File: src/rtl/romulus_pkg.sv
// Shared constants, FSM encoding and lane-mask helper for the Romulus
// 32-bit pad/sequencer.
package romulus_pkg;

  localparam int BLOCK_WORDS = 4;
  localparam int BLOCK_BYTES = 16;
  localparam int WORD_BYTES  = 4;

  typedef enum logic [1:0] {
    ST_IDLE = 2'd0,
    ST_FEED = 2'd1,
    ST_PAD  = 2'd2,
    ST_DONE = 2'd3
  } state_e;

  // Bytes are MSB-aligned, so lane 3 (bdi[31:24]) is the first valid byte.
  function automatic logic [WORD_BYTES-1:0] lane_mask(input logic [2:0] nbytes);
    lane_mask[3] = (nbytes >= 3'd1);
    lane_mask[2] = (nbytes >= 3'd2);
    lane_mask[1] = (nbytes >= 3'd3);
    lane_mask[0] = (nbytes >= 3'd4);
  endfunction

endpackage

File: src/rtl/romulus_pad_word.sv
// Per-word formatting: zeroes invalid byte lanes on pdi/bdo, optionally
// drops the block length into the low byte, and builds the decrypt mask.
module romulus_pad_word
  import romulus_pkg::*;
(
  input  logic [31:0] bdi_i,
  input  logic [2:0]  valid_bytes_i,
  input  logic [31:0] pdo_i,
  input  logic        dec_i,
  input  logic        len_en_i,
  input  logic [7:0]  len_byte_i,
  output logic [31:0] pdi_o,
  output logic [31:0] bdo_o,
  output logic [3:0]  decrypt_o
);

  logic [3:0]  lanes;
  logic [31:0] byte_mask;

  assign lanes     = lane_mask(valid_bytes_i);
  assign byte_mask = {{8{lanes[3]}}, {8{lanes[2]}}, {8{lanes[1]}}, {8{lanes[0]}}};
  assign decrypt_o = {4{dec_i}} & lanes;
  assign bdo_o     = pdo_i & byte_mask;

  // Length insertion only happens when lane 0 is invalid, so it never
  // overwrites a data byte.
  always_comb begin
    pdi_o = bdi_i & byte_mask;
    if (len_en_i) pdi_o[7:0] = len_byte_i;
  end

endmodule

File: src/rtl/romulus_pad_32b.sv
// Block sequencer ahead of the 32-bit Romulus state update: feeds four pdi
// words per block, inserts padding, and returns pdo as bdo.
module romulus_pad_32b
  import romulus_pkg::*;
(
  input  logic        clk,
  input  logic        rst,
  input  logic        blk_start,
  input  logic        blk_empty,
  input  logic        out_en,
  input  logic        dec,
  input  logic [31:0] bdi,
  input  logic        bdi_valid,
  output logic        bdi_ready,
  input  logic [2:0]  bdi_valid_bytes,
  input  logic        bdi_last,
  output logic [31:0] pdi,
  output logic [3:0]  decrypt,
  output logic        se,
  input  logic [31:0] pdo,
  output logic [31:0] bdo,
  output logic        bdo_valid,
  input  logic        bdo_ready,
  output logic [2:0]  bdo_valid_bytes,
  output logic        blk_done,
  output logic        blk_partial
);

  localparam logic [1:0] LAST_WORD  = 2'(BLOCK_WORDS - 1);
  localparam logic [4:0] FULL_BYTES = 5'(BLOCK_BYTES);

  state_e     state_q, state_d;
  logic [1:0] wcnt_q, wcnt_d;
  logic [4:0] bcnt_q, bcnt_d;
  logic       out_en_q, out_en_d;
  logic       dec_q, dec_d;
  logic       partial_q, partial_d;

  logic [4:0]  byte_sum;
  logic        len_en;
  logic        xfer;
  logic [31:0] word_pdi;
  logic [31:0] word_bdo;
  logic [3:0]  word_dec;

  assign byte_sum = bcnt_q + {2'b00, bdi_valid_bytes};
  assign len_en   = (wcnt_q == LAST_WORD) && bdi_last && (byte_sum < FULL_BYTES);

  romulus_pad_word u_word (
    .bdi_i         (bdi),
    .valid_bytes_i (bdi_valid_bytes),
    .pdo_i         (pdo),
    .dec_i         (dec_q),
    .len_en_i      (len_en),
    .len_byte_i    ({3'b000, byte_sum}),
    .pdi_o         (word_pdi),
    .bdo_o         (word_bdo),
    .decrypt_o     (word_dec)
  );

  assign bdo_valid_bytes = bdi_valid_bytes;
  assign blk_partial     = partial_q;

  // NOTE: sequential state uses non-blocking assignments so every register
  // samples the pre-edge value; the combinational block below uses blocking.
  always_ff @(posedge clk or negedge rst) begin
    if (!rst) begin
      state_q   <= ST_IDLE;
      wcnt_q    <= '0;
      bcnt_q    <= '0;
      out_en_q  <= 1'b0;
      dec_q     <= 1'b0;
      partial_q <= 1'b0;
    end else begin
      state_q   <= state_d;
      wcnt_q    <= wcnt_d;
      bcnt_q    <= bcnt_d;
      out_en_q  <= out_en_d;
      dec_q     <= dec_d;
      partial_q <= partial_d;
    end
  end

  always_comb begin
    // NOTE: every output gets a default first so no path infers a latch.
    state_d   = state_q;
    wcnt_d    = wcnt_q;
    bcnt_d    = bcnt_q;
    out_en_d  = out_en_q;
    dec_d     = dec_q;
    partial_d = partial_q;
    xfer      = 1'b0;
    se        = 1'b0;
    bdi_ready = 1'b0;
    bdo_valid = 1'b0;
    bdo       = '0;
    pdi       = '0;
    decrypt   = '0;
    blk_done  = 1'b0;

    unique case (state_q)
      ST_IDLE: begin
        if (blk_start) begin
          out_en_d  = out_en;
          dec_d     = dec;
          wcnt_d    = '0;
          bcnt_d    = '0;
          partial_d = blk_empty;
          state_d   = blk_empty ? ST_PAD : ST_FEED;
        end
      end

      ST_FEED: begin
        bdi_ready = !out_en_q || bdo_ready;
        xfer      = bdi_valid && bdi_ready;
        bdo_valid = out_en_q && bdi_valid;
        se        = xfer;
        pdi       = word_pdi;
        decrypt   = word_dec;
        bdo       = word_bdo;
        if (xfer) begin
          wcnt_d = wcnt_q + 2'd1;
          bcnt_d = byte_sum;
          if (len_en) partial_d = 1'b1;
          if (wcnt_q == LAST_WORD) begin
            state_d = ST_DONE;
          end else if (bdi_last) begin
            partial_d = 1'b1;
            state_d   = ST_PAD;
          end
        end
      end

      ST_PAD: begin
        se     = 1'b1;
        wcnt_d = wcnt_q + 2'd1;
        if (wcnt_q == LAST_WORD) begin
          pdi     = {27'd0, bcnt_q};
          state_d = ST_DONE;
        end
      end

      ST_DONE: begin
        blk_done = 1'b1;
        state_d  = ST_IDLE;
      end

      default: state_d = ST_IDLE;
    endcase
  end

endmodule

File: config.mk
export PLATFORM = sky130hd
export DESIGN_NAME = romulus_pad_32b
export DESIGN_NICKNAME = d
export VERILOG_FILES = /design/src/rtl/romulus_pkg.sv /design/src/rtl/romulus_pad_word.sv /design/src/rtl/romulus_pad_32b.sv
export SDC_FILE = /design/constraint.sdc
export NUM_CORES = 1
export LEC_CHECK = 0
export ABC_AREA = 1
export BUFFER_PORTS_ARGS = -buffer_cell sky130_fd_sc_hd__buf_2
export CELL_PAD_IN_SITES_DETAIL_PLACEMENT = 1
export CELL_PAD_IN_SITES_GLOBAL_PLACEMENT = 2
export CORE_MARGIN = 8
export CORE_UTILIZATION = 19
export CTS_BUF_LIST = sky130_fd_sc_hd__clkbuf_2
export CTS_CLUSTER_DIAMETER = 60
export DETAILED_ROUTE_END_ITERATION = 10
export HOLD_SLACK_MARGIN = 0.05
export PLACE_DENSITY_LB_ADDON = 0.3
export SLEW_MARGIN = 5
export SYNTH_ARGS = -nofsm -noshare
export SYNTH_HDL_FRONTEND = slang
export SYNTH_HIERARCHICAL = 1
export SYNTH_SLANG_ARGS = --single-unit
File: constraint.sdc
create_clock -name clk -period 3.5 [get_ports clk]
set_input_delay 0.7 -clock clk [delete_from_list [all_inputs] [get_ports clk]]
set_output_delay 0.7 -clock clk [all_outputs]
set_load 0.02 [all_outputs]
## After elaboration in Yosys (flattened, before gate mapping)

Cells that the tools add are included.

- Add/sub/neg operators: 2
- $lt $le $gt $ge: 5
- Equality and inequality tests: 8
- Mux-type cells: 28
- Bitwise gates (word level): 3
- Reductions and logical operators: 13

Operator list:

| kind | count |
|---|---|
| bitwise AND 32 bit | 2 |
| one-hot mux 32 bit (2 select lines) | 1 |
| 2-to-1 mux 32 bit | 1 |
| 2-to-1 mux 2 bit | 8 |
| 2-to-1 mux 5 bit | 3 |
| one-hot mux 5 bit (2 select lines) | 1 |
| 2-to-1 mux 1 bit | 8 |
| 2-to-1 mux 8 bit | 1 |
| one-hot mux 2 bit (4 select lines) | 1 |
| == test 2 bit (second input constant) | 3 |
| greater-or-equal comparator 3 x 2 -> 1 bit (second input constant) | 2 |
| inequality test 2 bit (second input constant) | 3 |
| one-hot mux 2 bit (3 select lines) | 1 |
| AND reduction 3 bit | 2 |
| adder 5 x 3 -> 5 bit | 1 |
| < comparator 5 bit (second input constant) | 1 |
| bitwise AND 4 bit | 1 |
| logical AND 1 bit | 4 |
| 2-to-1 mux 4 bit | 1 |
| one-hot mux 1 bit (2 select lines) | 2 |
| AND reduction 4 bit | 1 |
| greater-or-equal comparator 3 x 1 -> 1 bit (second input constant) | 1 |
| greater-or-equal comparator 3 bit (second input constant) | 1 |
| inequality test 3 bit (second input constant) | 1 |
| 8 further kinds | 8 |

- Flip-flop bits (word level): 12
- Input port bits: 76
- Output and inout port bits: 76
- Logic and storage cells: 65

## Longest topological paths before layout

- Word-level depth: 8
- Depth in mapped cells: 15
- Gate-level depth less buffers: 14

## By module

Netlist, hierarchy kept.

Modules (own cells, without submodules):

| module | times used | cells an instance | area each (um2) | seq. area each (um2) |
|---|---|---|---|---|
| romulus_pad_32b | 1 | 259 | 1472.7 | 300.3 |
| romulus_pad_word | 1 | 139 | 699.4 | 0.0 |

## Worst setup path after synthesis

OpenSTA, ideal clock, no wires.

- Path type: input -> output
- From: in bdi_valid_bytes[0]
- To: out pdi[0]
- Arrival time: 2.579 ns
- Data required time: 2.800 ns
- Path slack: 0.221 ns
- Stages: 14
- Buffers on the path: 1
- Cells stage by stage: ha_1 inv_1 fa_1 inv_1 nand3_1 nand3_1 and2_4 nor2_1 buf_2 nor2_2 nand2_1 nand2_1 nand2_1 a21oi_1

- Cells in the longest elaborated chain, start to end: 5
- Elaborated cells on any way between the ends: 7
- Classes of those cells: add/sub: 1; order compare: 2; mux: 2; bitwise: 1; reduce/logical: 1

RTL lines:

| element | RTL line | source |
|---|---|---|
| start: declaration | romulus_pad_32b.sv:15 | `input logic [2:0] bdi_valid_bytes,` |
| adder 5 x 3 -> 5 bit | romulus_pad_32b.sv:46 | `assign byte_sum = bcnt_q + {2'b00, bdi_valid_bytes};` |
| named net byte_sum[4] | romulus_pad_32b.sv:39 | `logic [4:0] byte_sum;` |
| < comparator 5 bit | romulus_pad_32b.sv:47 | `assign len_en = (wcnt_q == LAST_WORD) && bdi_last && (byte_sum < FULL_BYTES);` |
| logical AND 1 bit | romulus_pad_32b.sv:47 |  |
| named net len_en | romulus_pad_32b.sv:40 | `logic len_en;` |
| 2-to-1 mux 8 bit | romulus_pad_word.sv:29 | `if (len_en_i) pdi_o[7:0] = len_byte_i;` |
| named net word_pdi[0] | romulus_pad_32b.sv:42 | `logic [31:0] word_pdi;` |
| one-hot mux 32 bit (2 select lines) | romulus_pad_32b.sv:101 | `unique case (state_q)` |
| end: declaration | romulus_pad_32b.sv:17 | `output logic [31:0] pdi,` |

The timed path passes the listed nets, and every way through them passes these cells.

## Worst setup path after layout

- From: in bdi_valid_bytes[0]
- To: out pdi[7]

Same word-level chain as after synthesis.

==> metrics.txt <==
status=finished, final reports clean; average wire per standard cell=13.4 um; commonest cells in the netlist=122 x nand2_1, 121 x inv_1, 26 x a21oi_1; leak pwr=2.37 nW; dominant cell type by area after synthesis=nand2_1; CP required=2800 ps; Final Skew=2.40 ps; synth warn=6; Max Slew Vio Count=0; ranking of synthesized cells by area=nand2_1 21%, inv_1 21%, dfrtp_1 14%; post-synthesis sequential area ratio=13.8%; Buffers on Ports=151; Avg Cell Area, Syn=5.46 sq um; fill count=1,547; Syn Inst Count=398; DR vias=2,713; period utilisation layout=94.4%; Clock Tree Root=clkbuf_2; initial core utilization=19.3%; critical path class=in -> out; setup ws final=197 ps; top-area cell type share of the netlist area=21.1%; die height=123 um; Psw=0.000895 W; met2 WL=4.37 mm; Fin Setup TNS=0 ps; clock sink count=12; final instance area=0.00312 sq mm; row count=39; Die Wd=123 um; post-cts hold buffer count=0; max_slew headroom=58.9%; M1 WL=4.21 mm; Logic pwr share=79.0%; area grow syn2layout=43.6%; Fmax=303 MHz; synth unique cells=31; drt pass-1 iters=4; CTS tree=done; minimum clock period=3300 ps; Pwr Total=0.00152 W; Clock Power Share=4.7%; Pint=0.000623 W; final setup fails=0; Post-Place Worst Slack=21.0 ps; Ports=152; met3 wire len=628 um; vias in the first global route=2,762; Placer Congestion=0.754; switching share of total power=59.0%; Max-cap violations=0; share of cells above drive strength 1=37.4%; clk buf depth=2; CP arrival=2600 ps; first-pass GRT wire length=14.2 mm; number of synthesized flops with an enable pin=0; nets=633; Overflow after GRT=0; count leader, synth=nand2_1; Max FO, Critical Path=4; Clock Pin Slew Worst Setup and Hold Paths=130 ps; DRT Wirelength=9.22 mm; DR top layer=met4; drt drc=0; Top FF cell, synth=dfrtp_1; mapped cell area=0.00217 sq mm; post-DP HPWL=7.70 mm; antenna viol nets, final=0; Die ar.=0.0151 sq mm; CTS Buf Count=3; Yosys reg bits=12; pin count of the biggest net entering global routing=35; Tightest Pin Transition=616 ps; register share of total power=16.3%; PD cells=487 mW/mm^2; RSZ-0062 raised after global routing=false; antenna cell count=0; maximum vdd drop=0.000496 V; antenna violations before repair=0; FFs w/ async S/R, synth=100%; worst min path class=in -> async; Inst Count DP=684; H-tree levels=1; Fin. Hold Viols=0; CP Capture Type=output port; Placed Area=0.00306 sq mm; via/cell ratio=3.94; Total GRT Usage=11.5%; CP Launch Type=primary input; core area=0.0113 sq mm; Initial DRC Count=96; Post-Layout Cell Count=688; latest clock arrival within the worst-skew pair=260 ps
-- worst max-delay path, stage by stage --
cell	delay (ps)
buf_2	100
ha_1	170
inv_1	60
fa_2	340
inv_1	60
nand3_1	80
nand2_1	90
nand2_1	70
and2_4	160
nor2_4	100
nor2_2	50
buf_4	140
buf_4	130
nand2_1	50
nand2_1	50
nand2_1	70
inv_1	40
buf_2	150
-- per-layer routing --
metal,global-route usage [%],vias to the layer above
met2,20.8,81
met3,1.64,2
met4,1.37,0
li1,-,1426
met5,0,-
met1,14.6,1204
-- cell usage in the layout (no fill, tap or decap) --
| cell type | instances |
|---|---|
| nand2_2 | 5 |
| buf_6 | 1 |
| nand2_4 | 1 |
| ha_2 | 1 |
| and2_4 | 2 |
| nand2_1 | 122 |
| o21ai_0 | 6 |
| dfrtp_1 | 12 |
| nand3_2 | 1 |
| o21ai_1 | 2 |
| nor2_4 | 1 |
| or2_0 | 1 |
| a22o_1 | 2 |
| o21a_1 | 1 |
| a21oi_2 | 7 |
| fa_2 | 1 |
| ha_1 | 8 |
| nor2_2 | 5 |
| conb_1 | 3 |
| nand3_1 | 11 |
| xnor2_1 | 1 |
| mux2_2 | 2 |
| buf_2 | 147 |
| inv_2 | 2 |
| clkbuf_2 | 3 |
| a21boi_0 | 7 |
| inv_1 | 121 |
| a21boi_2 | 9 |
| nor2_8 | 1 |
| nor2_1 | 22 |
| inv_4 | 1 |
| a21oi_1 | 22 |
| buf_4 | 14 |
-- metrics by stage --
step           utilization [%]  hold slack, ps
3_3_place_gp              27.1             490
2_1_floorplan                -             404
3_5_place_dp              27.1             502
4_1_cts                   27.3             300
6_report                  27.7             297
5_1_grt                   27.7             307
-- cell type report --
| type | count | area, sq um | area share, % |
|---|---|---|---|
| multi-input combinational | 244 | 1310 | 41.8 |
| clock buffer | 3 | 15.0 | 0.481 |
| tap | 143 | 179 | 5.74 |
| sequential | 12 | 300 | 9.63 |
| timing repair buffer | 162 | 852 | 27.3 |
| inverter | 124 | 468 | 15.0 |
-- sequential cells by signal, indices dropped and copies added, names as in the netlist --
name and cells:
bcnt_q 5, dec_q 1, blk_partial 1, wcnt_q 2
state_q 2, out_en_q 1
-- power groups by stage --
stage | clock [W] | combinational, W | sequential, W
global placement | 0 | 0.00119 | 0.000249
floorplan | 0 | 0.000825 | 0.000243
CTS | 0.0000741 | 0.00121 | 0.000248
detailed placement | 0 | 0.00120 | 0.000251
finish | 0.0000717 | 0.00120 | 0.000247
global route | 0.0000819 | 0.00135 | 0.000257
-- timing repair --
item | in CTS | in global routing
buffers inserted | 0 | 1
gates resized for setup | 0 | 12
setup endpoints to repair | 0 | 8
-- cell families after synthesis --
group	synth area share [%]
DFF	13.8
adders and majority gates	6.11
xor gates and xnor gates	0.403
other	0.173
AOI/OAI and AO/OA	17.3
muxes	1.04
buffers and inverters	27.7
and+or+nand+nor	33.5
-- path summary, 6_finish.rpt --
kind                                              start                       to  slack [ps]  cells past startpoint
worst max-delay path                 bdi_valid_bytes[0]                   pdi[7]         200                     18
worst min-delay path                                rst  blk_partial$_DFFE_PN0P_         300                      1
worst max register to register   state_q[1]$_DFFE_PN0P_    bcnt_q[4]$_DFFE_PN0P_        1550                      6
worst min register to register  blk_partial$_DFFE_PN0P_  blk_partial$_DFFE_PN0P_         530                      2
max in group asynchronous                           rst   state_q[0]$_DFFE_PN0P_        2970                      1
min in group clk                blk_partial$_DFFE_PN0P_  blk_partial$_DFFE_PN0P_         530                      2
Note: power is estimated with default switching activity, not from simulation.
